[src/rtl/pixel_scheduler_pkg.sv]
// Shared raster defaults and scheduler state encoding, common to the scheduler,
// the point generator and the frame buffer.
package pixel_scheduler_pkg;

    localparam int H_RES_DEF  = 640;
    localparam int V_RES_DEF  = 480;
    localparam int HBI_DEF    = 32;
    localparam int ADDR_W_DEF = 19;
    localparam int COORD_W    = 12;

    typedef enum logic [2:0] {
        S_IDLE,
        S_LAUNCH,
        S_SETTLE,
        S_WAIT,
        S_WRITE
    } sched_state_e;

    // True when a frame of h x v pixels can be addressed with w address bits.
    function automatic bit frame_fits(int h, int v, int w);
        return (longint'(h) * longint'(v)) <= (longint'(1) << w);
    endfunction

endpackage

[src/rtl/pixel_scheduler_if.sv]
// Point-generator handshake plus frame-buffer write port, seen from the
// scheduler (master) and from the generator/buffer side (slave).
interface pixel_scheduler_if
    import pixel_scheduler_pkg::*;
#(
    parameter int HBI    = HBI_DEF,
    parameter int ADDR_W = ADDR_W_DEF
);

    logic               pg_start;
    logic [COORD_W-1:0] x;
    logic [COORD_W-1:0] y;
    logic               pg_ready;
    logic [HBI-1:0]     pg_iteration;

    logic               wr_en;
    logic [ADDR_W-1:0]  wr_addr;
    logic [HBI-1:0]     wr_data;

    modport master (
        output pg_start, x, y, wr_en, wr_addr, wr_data,
        input  pg_ready, pg_iteration
    );

    modport slave (
        input  pg_start, x, y, wr_en, wr_addr, wr_data,
        output pg_ready, pg_iteration
    );

endinterface

[src/rtl/pixel_scheduler_scan_counter.sv]
// Raster scan position: column, row and a running linear frame-buffer address,
// so the address never needs a y*H_RES multiply.
module scan_counter
    import pixel_scheduler_pkg::*;
#(
    parameter int H_RES  = H_RES_DEF,
    parameter int V_RES  = V_RES_DEF,
    parameter int ADDR_W = ADDR_W_DEF
) (
    input  logic               CLK,
    input  logic               RST_N,
    input  logic               clear,
    input  logic               advance,
    output logic [COORD_W-1:0] x,
    output logic [COORD_W-1:0] y,
    output logic [ADDR_W-1:0]  addr,
    output logic               last
);

    localparam logic [COORD_W-1:0] X_MAX = COORD_W'(H_RES - 1);
    localparam logic [COORD_W-1:0] Y_MAX = COORD_W'(V_RES - 1);

    logic x_at_end;

    assign x_at_end = (x == X_MAX);
    assign last     = x_at_end && (y == Y_MAX);

    // NOTE: sequential state uses non-blocking assignments so every register
    // samples the pre-edge values, independent of statement order.
    always_ff @(posedge CLK or negedge RST_N) begin
        if (!RST_N) begin
            x    <= '0;
            y    <= '0;
            addr <= '0;
        end else if (clear) begin
            x    <= '0;
            y    <= '0;
            addr <= '0;
        end else if (advance) begin
            addr <= addr + ADDR_W'(1);
            if (x_at_end) begin
                x <= '0;
                y <= y + COORD_W'(1);
            end else begin
                x <= x + COORD_W'(1);
            end
        end
    end

endmodule

[src/rtl/pixel_scheduler.sv]
// Walks every pixel of a frame: launches the point generator, waits for its
// result and writes the iteration count to the frame buffer.
module pixel_scheduler
    import pixel_scheduler_pkg::*;
#(
    parameter int H_RES  = H_RES_DEF,
    parameter int V_RES  = V_RES_DEF,
    parameter int HBI    = HBI_DEF,
    parameter int ADDR_W = ADDR_W_DEF
) (
    input  logic                CLK,
    input  logic                RST_N,
    input  logic                frame_start,
    input  logic                abort,
    output logic                busy,
    output logic                frame_done,
    pixel_scheduler_if.master   bus
);

    sched_state_e   state;
    logic [HBI-1:0] wr_data_q;
    logic           pg_start_q;
    logic           wr_en_q;
    logic           clear;
    logic           advance;
    logic           last;

    // Counters only move on a real frame start or a completed non-final write;
    // abort freezes them where they are.
    assign clear   = (state == S_IDLE) && frame_start && !abort;
    assign advance = (state == S_WRITE) && !abort && !last;

    scan_counter #(
        .H_RES  (H_RES),
        .V_RES  (V_RES),
        .ADDR_W (ADDR_W)
    ) u_scan (
        .CLK     (CLK),
        .RST_N   (RST_N),
        .clear   (clear),
        .advance (advance),
        .x       (bus.x),
        .y       (bus.y),
        .addr    (bus.wr_addr),
        .last    (last)
    );

    assign bus.pg_start = pg_start_q;
    assign bus.wr_en    = wr_en_q;
    assign bus.wr_data  = wr_data_q;

    // Strobes are set on the edge that enters their state, so each one is a
    // flop output that stays high for exactly that state's single cycle.
    always_ff @(posedge CLK or negedge RST_N) begin
        if (!RST_N) begin
            state      <= S_IDLE;
            pg_start_q <= 1'b0;
            wr_en_q    <= 1'b0;
            frame_done <= 1'b0;
            busy       <= 1'b0;
            wr_data_q  <= '0;
        end else begin
            pg_start_q <= 1'b0;
            wr_en_q    <= 1'b0;
            frame_done <= 1'b0;

            if (abort) begin
                state <= S_IDLE;
                busy  <= 1'b0;
            end else begin
                unique case (state)
                    S_IDLE: begin
                        if (frame_start) begin
                            state      <= S_LAUNCH;
                            pg_start_q <= 1'b1;
                            busy       <= 1'b1;
                        end
                    end
                    S_LAUNCH: begin
                        state <= S_SETTLE;
                    end
                    // pg_ready still reflects the previous pixel here.
                    S_SETTLE: begin
                        state <= S_WAIT;
                    end
                    S_WAIT: begin
                        if (bus.pg_ready) begin
                            wr_data_q <= bus.pg_iteration;
                            wr_en_q   <= 1'b1;
                            state     <= S_WRITE;
                        end
                    end
                    S_WRITE: begin
                        if (last) begin
                            state      <= S_IDLE;
                            frame_done <= 1'b1;
                            busy       <= 1'b0;
                        end else begin
                            state      <= S_LAUNCH;
                            pg_start_q <= 1'b1;
                        end
                    end
                    default: begin
                        state <= S_IDLE;
                        busy  <= 1'b0;
                    end
                endcase
            end
        end
    end

endmodule

[src/flat_wrapper.sv]
// flat-port wrapper written by rule: the top's interface ports become plain ports
module pixel_scheduler_flat import pixel_scheduler_pkg::*;
#(
    parameter int H_RES  = H_RES_DEF,
    parameter int V_RES  = V_RES_DEF,
    parameter int HBI    = HBI_DEF,
    parameter int ADDR_W = ADDR_W_DEF
)
  (CLK, RST_N, frame_start, abort, busy, frame_done, bus_pg_start, bus_x, bus_y, bus_wr_en, bus_wr_addr, bus_wr_data, bus_pg_ready, bus_pg_iteration);
  pixel_scheduler_if #(.HBI(HBI), .ADDR_W(ADDR_W)) bus_i ();
  input  logic CLK;
  input  logic RST_N;
  input  logic frame_start;
  input  logic abort;
  output logic busy;
  output logic frame_done;
  output wire logic [$bits(bus_i.pg_start)-1:0] bus_pg_start;
  output wire logic [$bits(bus_i.x)-1:0] bus_x;
  output wire logic [$bits(bus_i.y)-1:0] bus_y;
  output wire logic [$bits(bus_i.wr_en)-1:0] bus_wr_en;
  output wire logic [$bits(bus_i.wr_addr)-1:0] bus_wr_addr;
  output wire logic [$bits(bus_i.wr_data)-1:0] bus_wr_data;
  input wire logic [$bits(bus_i.pg_ready)-1:0] bus_pg_ready;
  input wire logic [$bits(bus_i.pg_iteration)-1:0] bus_pg_iteration;
  assign bus_pg_start = bus_i.pg_start;
  assign bus_x = bus_i.x;
  assign bus_y = bus_i.y;
  assign bus_wr_en = bus_i.wr_en;
  assign bus_wr_addr = bus_i.wr_addr;
  assign bus_wr_data = bus_i.wr_data;
  assign bus_i.pg_ready = bus_pg_ready;
  assign bus_i.pg_iteration = bus_pg_iteration;
  pixel_scheduler #(.H_RES(H_RES), .V_RES(V_RES), .HBI(HBI), .ADDR_W(ADDR_W)) u_core (.CLK(CLK), .RST_N(RST_N), .frame_start(frame_start), .abort(abort), .busy(busy), .frame_done(frame_done), .bus(bus_i));
endmodule
[config.mk]
export PLATFORM = sky130hd
export DESIGN_NAME = pixel_scheduler_flat
export DESIGN_NICKNAME = d
export VERILOG_FILES = /design/src/rtl/pixel_scheduler_pkg.sv /design/src/rtl/pixel_scheduler_if.sv /design/src/rtl/pixel_scheduler_scan_counter.sv /design/src/rtl/pixel_scheduler.sv /design/src/flat_wrapper.sv
export SDC_FILE = /design/constraint.sdc
export NUM_CORES = 1
export LEC_CHECK = 0
export BUFFER_PORTS_ARGS = -buffer_cell sky130_fd_sc_hd__buf_2
export CAP_MARGIN = 20
export CORE_MARGIN = 2
export CORE_UTILIZATION = 51
export CTS_CLUSTER_DIAMETER = 30
export CTS_CLUSTER_SIZE = 25
export DETAILED_ROUTE_END_ITERATION = 8
export PLACE_DENSITY_LB_ADDON = 0.1
export SYNTH_ARGS = -nofsm -noshare
export SYNTH_HDL_FRONTEND = slang
export SYNTH_SLANG_ARGS = --single-unit
export TNS_END_PERCENT = 30
[constraint.sdc]
create_clock -name CLK -period 3.15 [get_ports CLK]
set_input_delay 0.1575 -clock CLK [delete_from_list [all_inputs] [get_ports CLK]]
set_output_delay 0.1575 -clock CLK [all_outputs]
set_load 0.01 [all_outputs]
==> out/qor.csv, run 1 <==
metric,value,unit
outcome,"complete, no violations",
"Hold Vio Cnt, Final",0,
# setup viols final,0,
Pwr Density,530,nW/um2
Gate power share,13.9,%
nets,492,
setup TNS,0,ns
min cycle time layout,2.59,ns
Yosys top cell area share,54.9,%
reg2reg start,u_core.u_scan.x[7]$_DFFE_PN0P_,
CTS Buffer Depth,2,
first-pass GRT wire length,13200,um
Worst Skew,0.0129,ns
P_leak,0.00235,uW
max incr delay on CP,0.70,ns
CTS H-Tree Depth,3,
initial antenna violation count,0,
Die H,89.6,um
DIE WIDTH,89.6,um
# fillers,601,
Clk pwr share,37.3,%
clock buffer count from CTS,9,
Setup crit end kind,register,
DR vias,3000,
"Primary FF master, synth",dfrtp_1,
Area contributors post-synth,"dfrtp_1 (55%), mux2_2 (9.6%), nor2_1 (3.3%)",
Post-CTS Setup Bufs,0,
Post-Syn Instances,336,
total grt overflow,0,
maxcap violations,0,
Yosys warnings,0,
Synth area leader,dfrtp_1,
async set-reset flop share out of synthesis,100,%
Iter 0 DRT Violations,123,
clock-pin slew on the worst setup and hold paths,0.09,ns
Hold WS,0.0334,ns
TritonCTS clock tree,done,
GRT Overall Usage,21.1,%
CP startpoint kind,register,
layout cells sized above 1,38.1,%
Final HPWL DP,5600,um
worst path bufs/invs,0,
clk_lat worst skew,0.35,ns
Final GP Congestion,0.800,
Switching Share,24.9,%
Least-Margin Pin Slew,0.544,ns
fmax,386,MHz
P_sw,620,uW
Final Total Pwr,2490,uW
worst path cell trace,"nor4_4, nand4_4, or4_1, or4_1, a21oi_1",
DRT Wirelength,8100,um
DR pass1 iterations,4,
port bufs,115,
Core Rows,31,
post-DR wirelength/cell,14.6,um
register share of total power,48.8,%
clk root buf,clkbuf_8,
Yosys reg bits,82,
I/O pins,116,
core box area,7180,um2
"Cell Area, Synth",3740,um2
number of synthesized flops with an enable pin,0,
CP max stage cell,or4_1,
n_diodes,0,
die area,8030,um2
P&R area growth vs syn,25.5,%
Syn Nets,376,
"Top cell by count, worst path",or4_1,
Netlist cell types,42,
DRC,0,
"Seq/Total Area, Yosys",54.9,%
Initial Utilization,52.1,%
Tcrit/Tclk final,82.3,%
largest net degree at the start of global routing,83,
Internal Power,1870,uW
worst vdd ir,0.498,mV
Via density,5.40,
Post-Syn Area per Cell,11.1,um2
post-CTS sizing,0,
Critical Path Start,u_core.u_scan.x[7]$_DFFE_PN0P_,
Final WS setup,0.556,ns
Slew Limit Headroom,63.6,%
CP required,3.42,ns
setup slack at placement,0.604,ns
crit path DAT,2.86,ns
"CP delay by family, top",simple AND/OR/NAND/NOR gates,
RSZ-0062 raised after global routing,false,
number of global-route vias before repair,2762,
FF-to-FF setup slack,0.56,ns
clk sink count,82,
hold wc startpoint,bus_pg_iteration[16],
Worst Path Max Fanout,19,
post-route core utilization,65.4,%
Setup CP Type,register to register,
Final Max Tran Viols,0,
worst min path class,input port to register,
Antenna Nets Post-Route,0,
per-stage QoR:
stage                     instance area, um2  std cells
after floorplan                         3740        336
after global placement                  4410        538
after CTS                               4660        554
final                                   4690        556
after global routing                    4690        556
after detailed placement                4410        538
synth_stat cells, types with 8 or more instances:
cell type	instances
a21oi_1	18
clkbuf_1	10
xor2_1	11
nand2_1	18
nor2_1	33
nand3_1	16
xnor2_1	8
o211ai_1	8
nand4_1	10
mux2_2	32
dfrtp_1	82
o21ai_0	11
or3_1	10
final cells by class:
cell class	instances	area (um2)	share of cell area, %
Inverter	4	15.0	0.320
Sequential cell	82	2050	43.7
Multi-Input combinational cell	233	1600	34.1
Tap cell	99	124	2.64
Timing Repair Buffer	122	653	13.9
Clock inverter	7	124	2.64
Clock buffer	9	124	2.64
kinds of logic after synthesis:
family / after synthesis / share of synthesized area [%]
xor gates and xnor gates: 19 / 4.45
DFF: 82 / 54.9
buffers and inverters: 21 / 2.51
muxes: 34 / 10.2
and+or+nand+nor: 119 / 17.1
AOI/OAI and AO/OA: 58 / 9.87
adders and majority gates: 3 / 1.00
worst register-to-register path: stages, from the launching register on:
cell	delay (ns)
dfrtp_1	0.47
nor4_4	0.39
nand4_4	0.30
or4_1	0.70
or4_1	0.51
a21oi_1	0.15
metal layers:
metal	routed length [um]	GRT usage (%)	up-vias
li1	-	-	1460
met1	3730	29.2	1436
met2	3680	32.1	98
met3	621	7.50	6
met4	65	5.29	0
met5	0	0	-
worst paths after layout:
kind	depth (start not counted)	endpoint
hold / removal	2	u_core.bus.wr_data[16]$_DFFE_PN0P_
setup / recovery	5	u_core.u_scan.y[11]$_DFFE_PN0P_
max in group asynchronous	3	u_core.u_scan.y[11]$_DFFE_PN0P_
min in group asynchronous	2	u_core.u_scan.x[4]$_DFFE_PN0P_
setup reg to reg	5	u_core.u_scan.y[11]$_DFFE_PN0P_
hold reg to reg	1	u_core.u_scan.addr[18]$_DFFE_PN0P_
registers in the layout, indices dropped and copies added (netlist names):
register,count
u_core.u_scan.x,12
u_core.bus.wr_en,1
u_core.u_scan.addr,19
u_core.bus.pg_start,1
u_core.u_scan.y,12
u_core.busy,1
u_core.frame_done,1
u_core.state,3
u_core.bus.wr_data,32
cell usage in the layout (no fill, tap or decap), types with 9 or more instances in the layout:
cell type and n:
nor2_1 32, or3_1 10, nand4_1 10, buf_2 114
clkbuf_8 9, xor2_1 11, nand2_1 18, a21oi_1 18
nand3_1 16, dfrtp_1 82, o21ai_0 11, mux2_2 32
power by group through the flow:
stage	registers [uW]	clock network (uW)	logic (uW)
after floorplan	1290	0	115
after global placement	1230	0	340
after detailed placement	1230	0	348
after CTS	1220	953	348
after global routing	1230	1010	381
final	1210	929	346
repair_timing:
item,4_1_cts,5_1_grt
hold buffers,0,1
hold endpoints to repair,0,82
setup endpoints to repair,0,0
No activity file was read; power rests on OpenSTA's default activity.
==> run 2, diff against run 1 <==
--- a/config.mk
+++ b/config.mk
@@ -5,10 +5,11 @@
 export SDC_FILE = /design/constraint.sdc
 export NUM_CORES = 1
 export LEC_CHECK = 0
+export ABC_AREA = 1
 export BUFFER_PORTS_ARGS = -buffer_cell sky130_fd_sc_hd__buf_2
 export CAP_MARGIN = 20
 export CORE_MARGIN = 2
-export CORE_UTILIZATION = 51
+export CORE_UTILIZATION = 53
 export CTS_CLUSTER_DIAMETER = 30
 export CTS_CLUSTER_SIZE = 25
 export DETAILED_ROUTE_END_ITERATION = 8
==> constraint.sdc (replaced) <==
create_clock -name CLK -period 2.6 [get_ports CLK]
set_input_delay 0.13 -clock CLK [delete_from_list [all_inputs] [get_ports CLK]]
set_output_delay 0.13 -clock CLK [all_outputs]
set_load 0.01 [all_outputs]
==> run 2 against run 1 <==
Against the previous run: worst setup slack lost 0.14 ns; global-route usage is 5.1 points higher; synthesized cell count rose by 76%; non-clock buffer count increased by 31; utilization grew 5.2 points; worst hold slack gained 0.049 ns; area after synthesis up 14%; fmax grew 19%; via count is 42% higher; design area rose by 17%; wire length up 35%; largest power group unchanged; highest routed layer unchanged.
==> out/qor.csv, run 2 <==
metric,value,unit
Final Max Tran Viols,0,
# setup viols final,0,
met3 WL,704,um
Antenna Nets Post-Route,0,
largest net degree at the start of global routing,83,
post-DR wirelength/cell,13.0,um
Yosys reg bits,82,
number of synthesized flops with an enable pin,0,
"Seq/Total Area, Yosys",47.9,%
maxcap violations,0,
"Primary FF master, synth",dfrtp_1,
most common library cells after synthesis,"nand2_1 (277), dfrtp_1 (82), nor2_1 (56)",
Post-Synth Adder-Cell Area,0.877,%
Synth area leader,dfrtp_1,
DRC,0,
Least-Margin Pin Slew,0.942,ns
FF-to-FF setup slack,0.42,ns
post-route core utilization,70.6,%
setup TNS,0,ns
"most common cell after layout, fill and taps aside",nand2_1,
CTS Buffer Depth,2,
P&R area growth vs syn,28.2,%
clk sink count,82,
Post-Syn Area per Cell,7.24,um2
Largest register FFs,32,
"Hold Vio Cnt, Final",0,
Multi-input gate area,1980,um2
Syn Nets,631,
Post-CTS Setup Bufs,0,
r2r worst-path depth,8,
total grt overflow,0,
post-CTS sizing,0,
CP startpoint kind,register,
Yosys warnings,0,
Final HPWL DP,7130,um
first-pass GRT wire length,18700,um
Iter 0 DRT Violations,211,
I/O pins,116,
Pwr Density,593,nW/um2
# fillers,641,
Worst Skew,0.0136,ns
dominant combinational cell family by area after synthesis,simple AND/OR/NAND/NOR gates,
clock buffer count from CTS,9,
Via density,5.02,
Tcrit/Tclk final,83.9,%
DIE WIDTH,93.9,um
routed wl met2,5280,um
worst vdd ir,0.443,mV
die area,8810,um2
Critical Path Start,u_core.u_scan.x[0]$_DFFE_PN0P_,
Area contributors post-synth,"dfrtp_1 (48%), nand2_1 (24%), nand3_1 (5.3%)",
layout cells sized above 1,20.4,%
port bufs,115,
Setup CP Type,register to register,
Initial Utilization,55.1,%
worst setup path endpoint,u_core.u_scan.x[4]$_DFFE_PN0P_,
n_diodes,0,
TritonCTS clock tree,done,
min cycle time layout,2.18,ns
Worst Path Max Fanout,23,
clock-pin slew on the worst setup and hold paths,0.09,ns
Synth Area in Compound Gates,1.78,%
DRT Wirelength,11000,um
most frequent cells in the layout,"nand2_1 (277), buf_2 (114), dfrtp_1 (82)",
CP required,2.90,ns
RSZ-0062 raised after global routing,false,
outcome,"complete, no violations",
post-synthesis mux area share,0,%
Final GP Congestion,0.894,
Yosys top cell area share,47.9,%
Post-Synth XOR/XNOR Area,2.86,%
initial antenna violation count,0,
Post-Synth Simple-Gate Area,40.7,%
P_leak,0.00313,uW
Setup crit end kind,register,
"Cell Area, Synth",4280,um2
fmax,459,MHz
CTS H-Tree Depth,3,
Netlist cell types,29,
Slew Limit Headroom,37.1,%
Post-Syn Instances,591,
worst min path class,input port to register,
DR pass1 iterations,4,
RR Endpoint,u_core.u_scan.x[4]$_DFFE_PN0P_,
GRT Overall Usage,26.2,%
Max Used Layer,met4,
Die H,93.9,um
async set-reset flop share out of synthesis,100,%
crit path DAT,2.48,ns
"count leader, synth",nand2_1,
clk_lat worst skew,0.35,ns
Reg area,2050,um2
Core Rows,32,
DR vias,4248,
clk root buf,clkbuf_8,
met1 WL,4800,um
number of global-route vias before repair,4093,
nets,779,
core box area,7770,um2
reg2reg start,u_core.u_scan.x[0]$_DFFE_PN0P_,
-- run 2: cell types whose count changed after synthesis, moves of 6 or more --
cell,delta
nand2_1,+259
inv_1,+37
o211ai_1,-7
or3_1,-10
o31ai_1,-7
o2111ai_1,-6
mux2_2,-32
nand4_1,+11
nand3_1,+29
nor2_1,+23
a21oi_1,-16
xnor2_1,-7
-- run 2: through the flow --
| step | cells | power [uW] | setup slack [ns] | cell area, um2 | hold slack (ns) |
|---|---|---|---|---|---|
| 2_1_floorplan | 591 | 1940 | 0.911 | 4280 | -0.166 |
| 3_3_place_gp | 796 | 2240 | 0.490 | 4930 | 0.322 |
| 3_5_place_dp | 796 | 2260 | 0.432 | 4930 | 0.326 |
| 4_1_cts | 845 | 3250 | 0.422 | 5470 | 0.0768 |
| 5_1_grt | 846 | 3420 | 0.146 | 5490 | 0.106 |
| 6_report | 846 | 3250 | 0.420 | 5490 | 0.0823 |
-- run 2: final cells by class --
class | instances | area share, %
well taps | 102 | 2.33
repair buffers | 153 | 17.5
flip-flops and latches | 82 | 37.4
clock buffers | 9 | 2.26
multi-input cells | 450 | 36.1
clock inverters | 7 | 1.41
inverters | 43 | 3.03
-- run 2: critical path, cell delays in order (launching register included) --
cell     delay (ns)
dfrtp_1        0.44
ha_1           0.25
nand3_1        0.13
inv_1          0.09
nand3_1        0.13
nor2_1         0.08
nor2_2         0.71
nand4_1        0.18
nand2_1        0.12
-- run 2: how the worst min path moves through the flow --
stage / from / to / slack [ns] / cells past startpoint
final: abort / u_core.state[0]$_DFFE_PN0P_ / 0.08 / 4
after global routing: abort / u_core.state[0]$_DFFE_PN0P_ / 0.11 / 4
after detailed placement: bus_pg_iteration[31] / u_core.bus.wr_data[31]$_DFFE_PN0P_ / 0.33 / 3
after floorplan: RST_N / u_core.bus.pg_start$_DFF_PN0_ / -0.17 / 0
after CTS: bus_pg_ready / u_core.state[0]$_DFFE_PN0P_ / 0.08 / 3
after global placement: bus_pg_iteration[11] / u_core.bus.wr_data[11]$_DFFE_PN0P_ / 0.32 / 3
-- run 2: layer usage --
metal	up-vias	global-route usage, %
li1	2145	-
met1	1962	32.9
met2	123	44.2
met3	18	5.94
met4	0	9.78
met5	-	0
-- run 2: power by group --
part,switching (uW),internal (uW)
logic,402,295
registers,125,1480
clock network,496,452
total,1020,2230
-- run 2: logic make-up after synthesis --
| kind of cell | Yosys count |
|---|---|
| xor gates and xnor gates | 14 |
| AOI/OAI and AO/OA | 13 |
| adders and majority gates | 3 |
| and+or+nand+nor | 420 |
| buffers and inverters | 59 |
| DFF | 82 |
-- run 2: timing repair --
action / in CTS / in global routing
hold endpoints to repair: 77 / 0
hold buffers: 33 / 0
endpoints found under the setup margin: 0 / 0
==> run 3, diff against run 2 <==
--- a/config.mk
+++ b/config.mk
@@ -5,11 +5,11 @@
 export SDC_FILE = /design/constraint.sdc
 export NUM_CORES = 1
 export LEC_CHECK = 0
-export ABC_AREA = 1
+export ABC_AREA = 0
 export BUFFER_PORTS_ARGS = -buffer_cell sky130_fd_sc_hd__buf_2
 export CAP_MARGIN = 20
 export CORE_MARGIN = 2
-export CORE_UTILIZATION = 53
+export CORE_UTILIZATION = 46
 export CTS_CLUSTER_DIAMETER = 30
 export CTS_CLUSTER_SIZE = 25
 export DETAILED_ROUTE_END_ITERATION = 8
==> constraint.sdc (replaced) <==
create_clock -name CLK -period 1.93 [get_ports CLK]
set_input_delay 0.0965 -clock CLK [delete_from_list [all_inputs] [get_ports CLK]]
set_output_delay 0.0965 -clock CLK [all_outputs]
set_load 0.01 [all_outputs]
==> run 3 against run 2 <==
Against the previous run: the flow now finishes with violations (negative setup slack); clock power increased by 59%; count of clock-buffer cells in the layout up 1; via count is 21% lower; sequential power is 24% higher; clock skew increased by 0.0035 ns; design area shrank 0.18%; utilization decreased by 0.49 points; worst setup slack worse by 0.61 ns; highest routed layer unchanged.
==> out/qor.csv, run 3 (synthesis results as in run 1) <==
metric,value,unit
# setup viols final,15,
DRT Wirelength,9540,um
clk root buf,clkbuf_8,
Antenna Nets Post-Route,0,
Core Rows,32,
post-DR wirelength/cell,14.9,um
CP required,2.15,ns
Critical Path Start,u_core.u_scan.x[10]$_DFFE_PN0P_,
P_leak,0.00273,uW
DRC,0,
setup TNS,-0.971,ns
Die H,94.2,um
reg2reg start,u_core.u_scan.x[10]$_DFFE_PN0P_,
Tcrit/Tclk final,110,%
n_diodes,0,
largest net degree at the start of global routing,38,
Gate power share,15.6,%
post-route core utilization,70.1,%
most frequent cells in the layout,"buf_2 (114), dfrtp_1 (81), buf_4 (50)",
first-pass GRT wire length,15700,um
Setup crit end kind,register,
CP startpoint kind,register,
Worst Skew,0.0171,ns
Via density,5.24,
hold wc startpoint,bus_pg_ready,
P_sw,1040,uW
violated checks,negative setup slack,
clock buffer count from CTS,9,
CTS H-Tree Depth,3,
min cycle time layout,2.12,ns
nets,572,
Final GP Congestion,0.865,
Initial Utilization,47.9,%
initial antenna violation count,0,
"Hold Vio Cnt, Final",0,
"most common cell after layout, fill and taps aside",buf_2,
Iter 0 DRT Violations,127,
clk sink count,82,
Finished Layout Cells,639,
Worst Path Max Fanout,7,
# fillers,617,
Final HPWL DP,6380,um
fmax,471,MHz
Reg area,2050,um2
Placed Cells,585,
P&R area growth vs syn,46.4,%
crit path DAT,2.34,ns
Internal Power,3100,uW
layout cells sized above 1,44.3,%
Slew Limit Headroom,71.1,%
RSZ-0062 raised after global routing,true,
TritonCTS clock tree,done,
Largest register FFs,32,
total grt overflow,0,
Post-DP Area,4780,um2
design area,5480,um2
GRT Overall Usage,22.3,%
Pwr Density,757,nW/um2
register share of total power,48.0,%
core box area,7810,um2
clk_lat worst skew,0.35,ns
DR pass1 iterations,4,
number of global-route vias before repair,3380,
outcome,"complete, but fails checks",
maxcap violations,0,
DR vias,3349,
Final Total Pwr,4140,uW
Final WS setup,-0.192,ns
die area,8870,um2
DIE WIDTH,94.2,um
I/O pins,116,
port bufs,115,
Multi-input gate area,1680,um2
clock-pin slew on the worst setup and hold paths,0.09,ns
Switching Share,25.2,%
CTS Buffer Depth,2,
Final Max Tran Viols,0,
Clk pwr share,36.4,%
Setup CP Type,register to register,
worst vdd ir,0.579,mV
worst min path class,input port to register,
Least-Margin Pin Slew,0.431,ns
[run 3: cell count changes in the layout (fill, tap and decap cells not counted), sizes merged, moves of 7 or more]
cell / change
xnor2: +7
nand2: -263
mux2: +32
o31ai: +7
nand3: -29
nand4: -10
nor2: -29
o211ai: +7
or3: +10
inv: -40
buf: +48
a21oi: +16
[run 3: path summary, 6_finish.rpt]
check	endpoint	slack [ns]	cells past startpoint
setup / recovery	u_core.u_scan.y[9]$_DFFE_PN0P_	-0.19	6
hold / removal	u_core.state[2]$_DFFE_PN0P_	0.07	3
setup reg to reg	u_core.u_scan.y[9]$_DFFE_PN0P_	-0.19	6
hold reg to reg	u_core.u_scan.addr[18]$_DFFE_PN0P_	0.51	1
max in group asynchronous	u_core.bus.wr_data[5]$_DFFE_PN0P_	1.12	3
min in group asynchronous	u_core.u_scan.x[3]$_DFFE_PN0P_	0.22	2
[run 3: what timing repair did]
| action | CTS | global route |
|---|---|---|
| resized for setup | 3 | 24 |
| setup endpoints to repair | 19 | 33 |
| pin swaps | 7 | 11 |
| hold endpoints to repair | 60 | 0 |
| buffers inserted | 1 | 2 |
| cloned | 0 | 1 |
| hold buffers | 34 | 0 |
[run 3: power groups by stage]
| stage | sequential (uW) | clock, uW | combinational, uW |
|---|---|---|---|
| after global placement | 2010 | 0 | 575 |
| final | 1990 | 1510 | 648 |
| after floorplan | 2100 | 0 | 189 |
| after global routing | 2010 | 1620 | 703 |
| after detailed placement | 2010 | 0 | 586 |
| after CTS | 1990 | 1540 | 638 |
[run 3: per-layer routing]
layer  GRT usage [%]  up-vias  wire [um]
met1            29.9     1626       4260
met3            5.38        7        535
met4            7.25        0         84
li1                -     1623          -
met5               0        -          0
met2            35.7       93       4660
[run 3: layout make-up]
| cell class | instances | area share, % |
|---|---|---|
| sequential | 82 | 37.5 |
| multi-input combinational | 233 | 30.7 |
| timing repair buffer | 202 | 24.8 |
| clock buffer | 10 | 2.33 |
| tap | 102 | 2.33 |
| clock inverter | 6 | 2.10 |
| inverter | 4 | 0.274 |
[run 3: per-stage QoR]
| step | hold slack, ns | setup WS [ns] |
|---|---|---|
| global route | 0.0877 | -0.253 |
| CTS | 0.0565 | -0.179 |
| floorplan | -0.199 | -0.270 |
| finish | 0.0733 | -0.192 |
| detailed placement | 0.0471 | -0.180 |
| global placement | 0.0496 | -0.146 |
[run 3: worst max-delay path, stage by stage, from the launching register on]
cell and delay (ns):
dfrtp_2 0.44, nor4_4 0.36, nand4_4 0.13, or4_4 0.54, buf_4 0.16, o31ai_1 0.27, a21oi_2 0.10
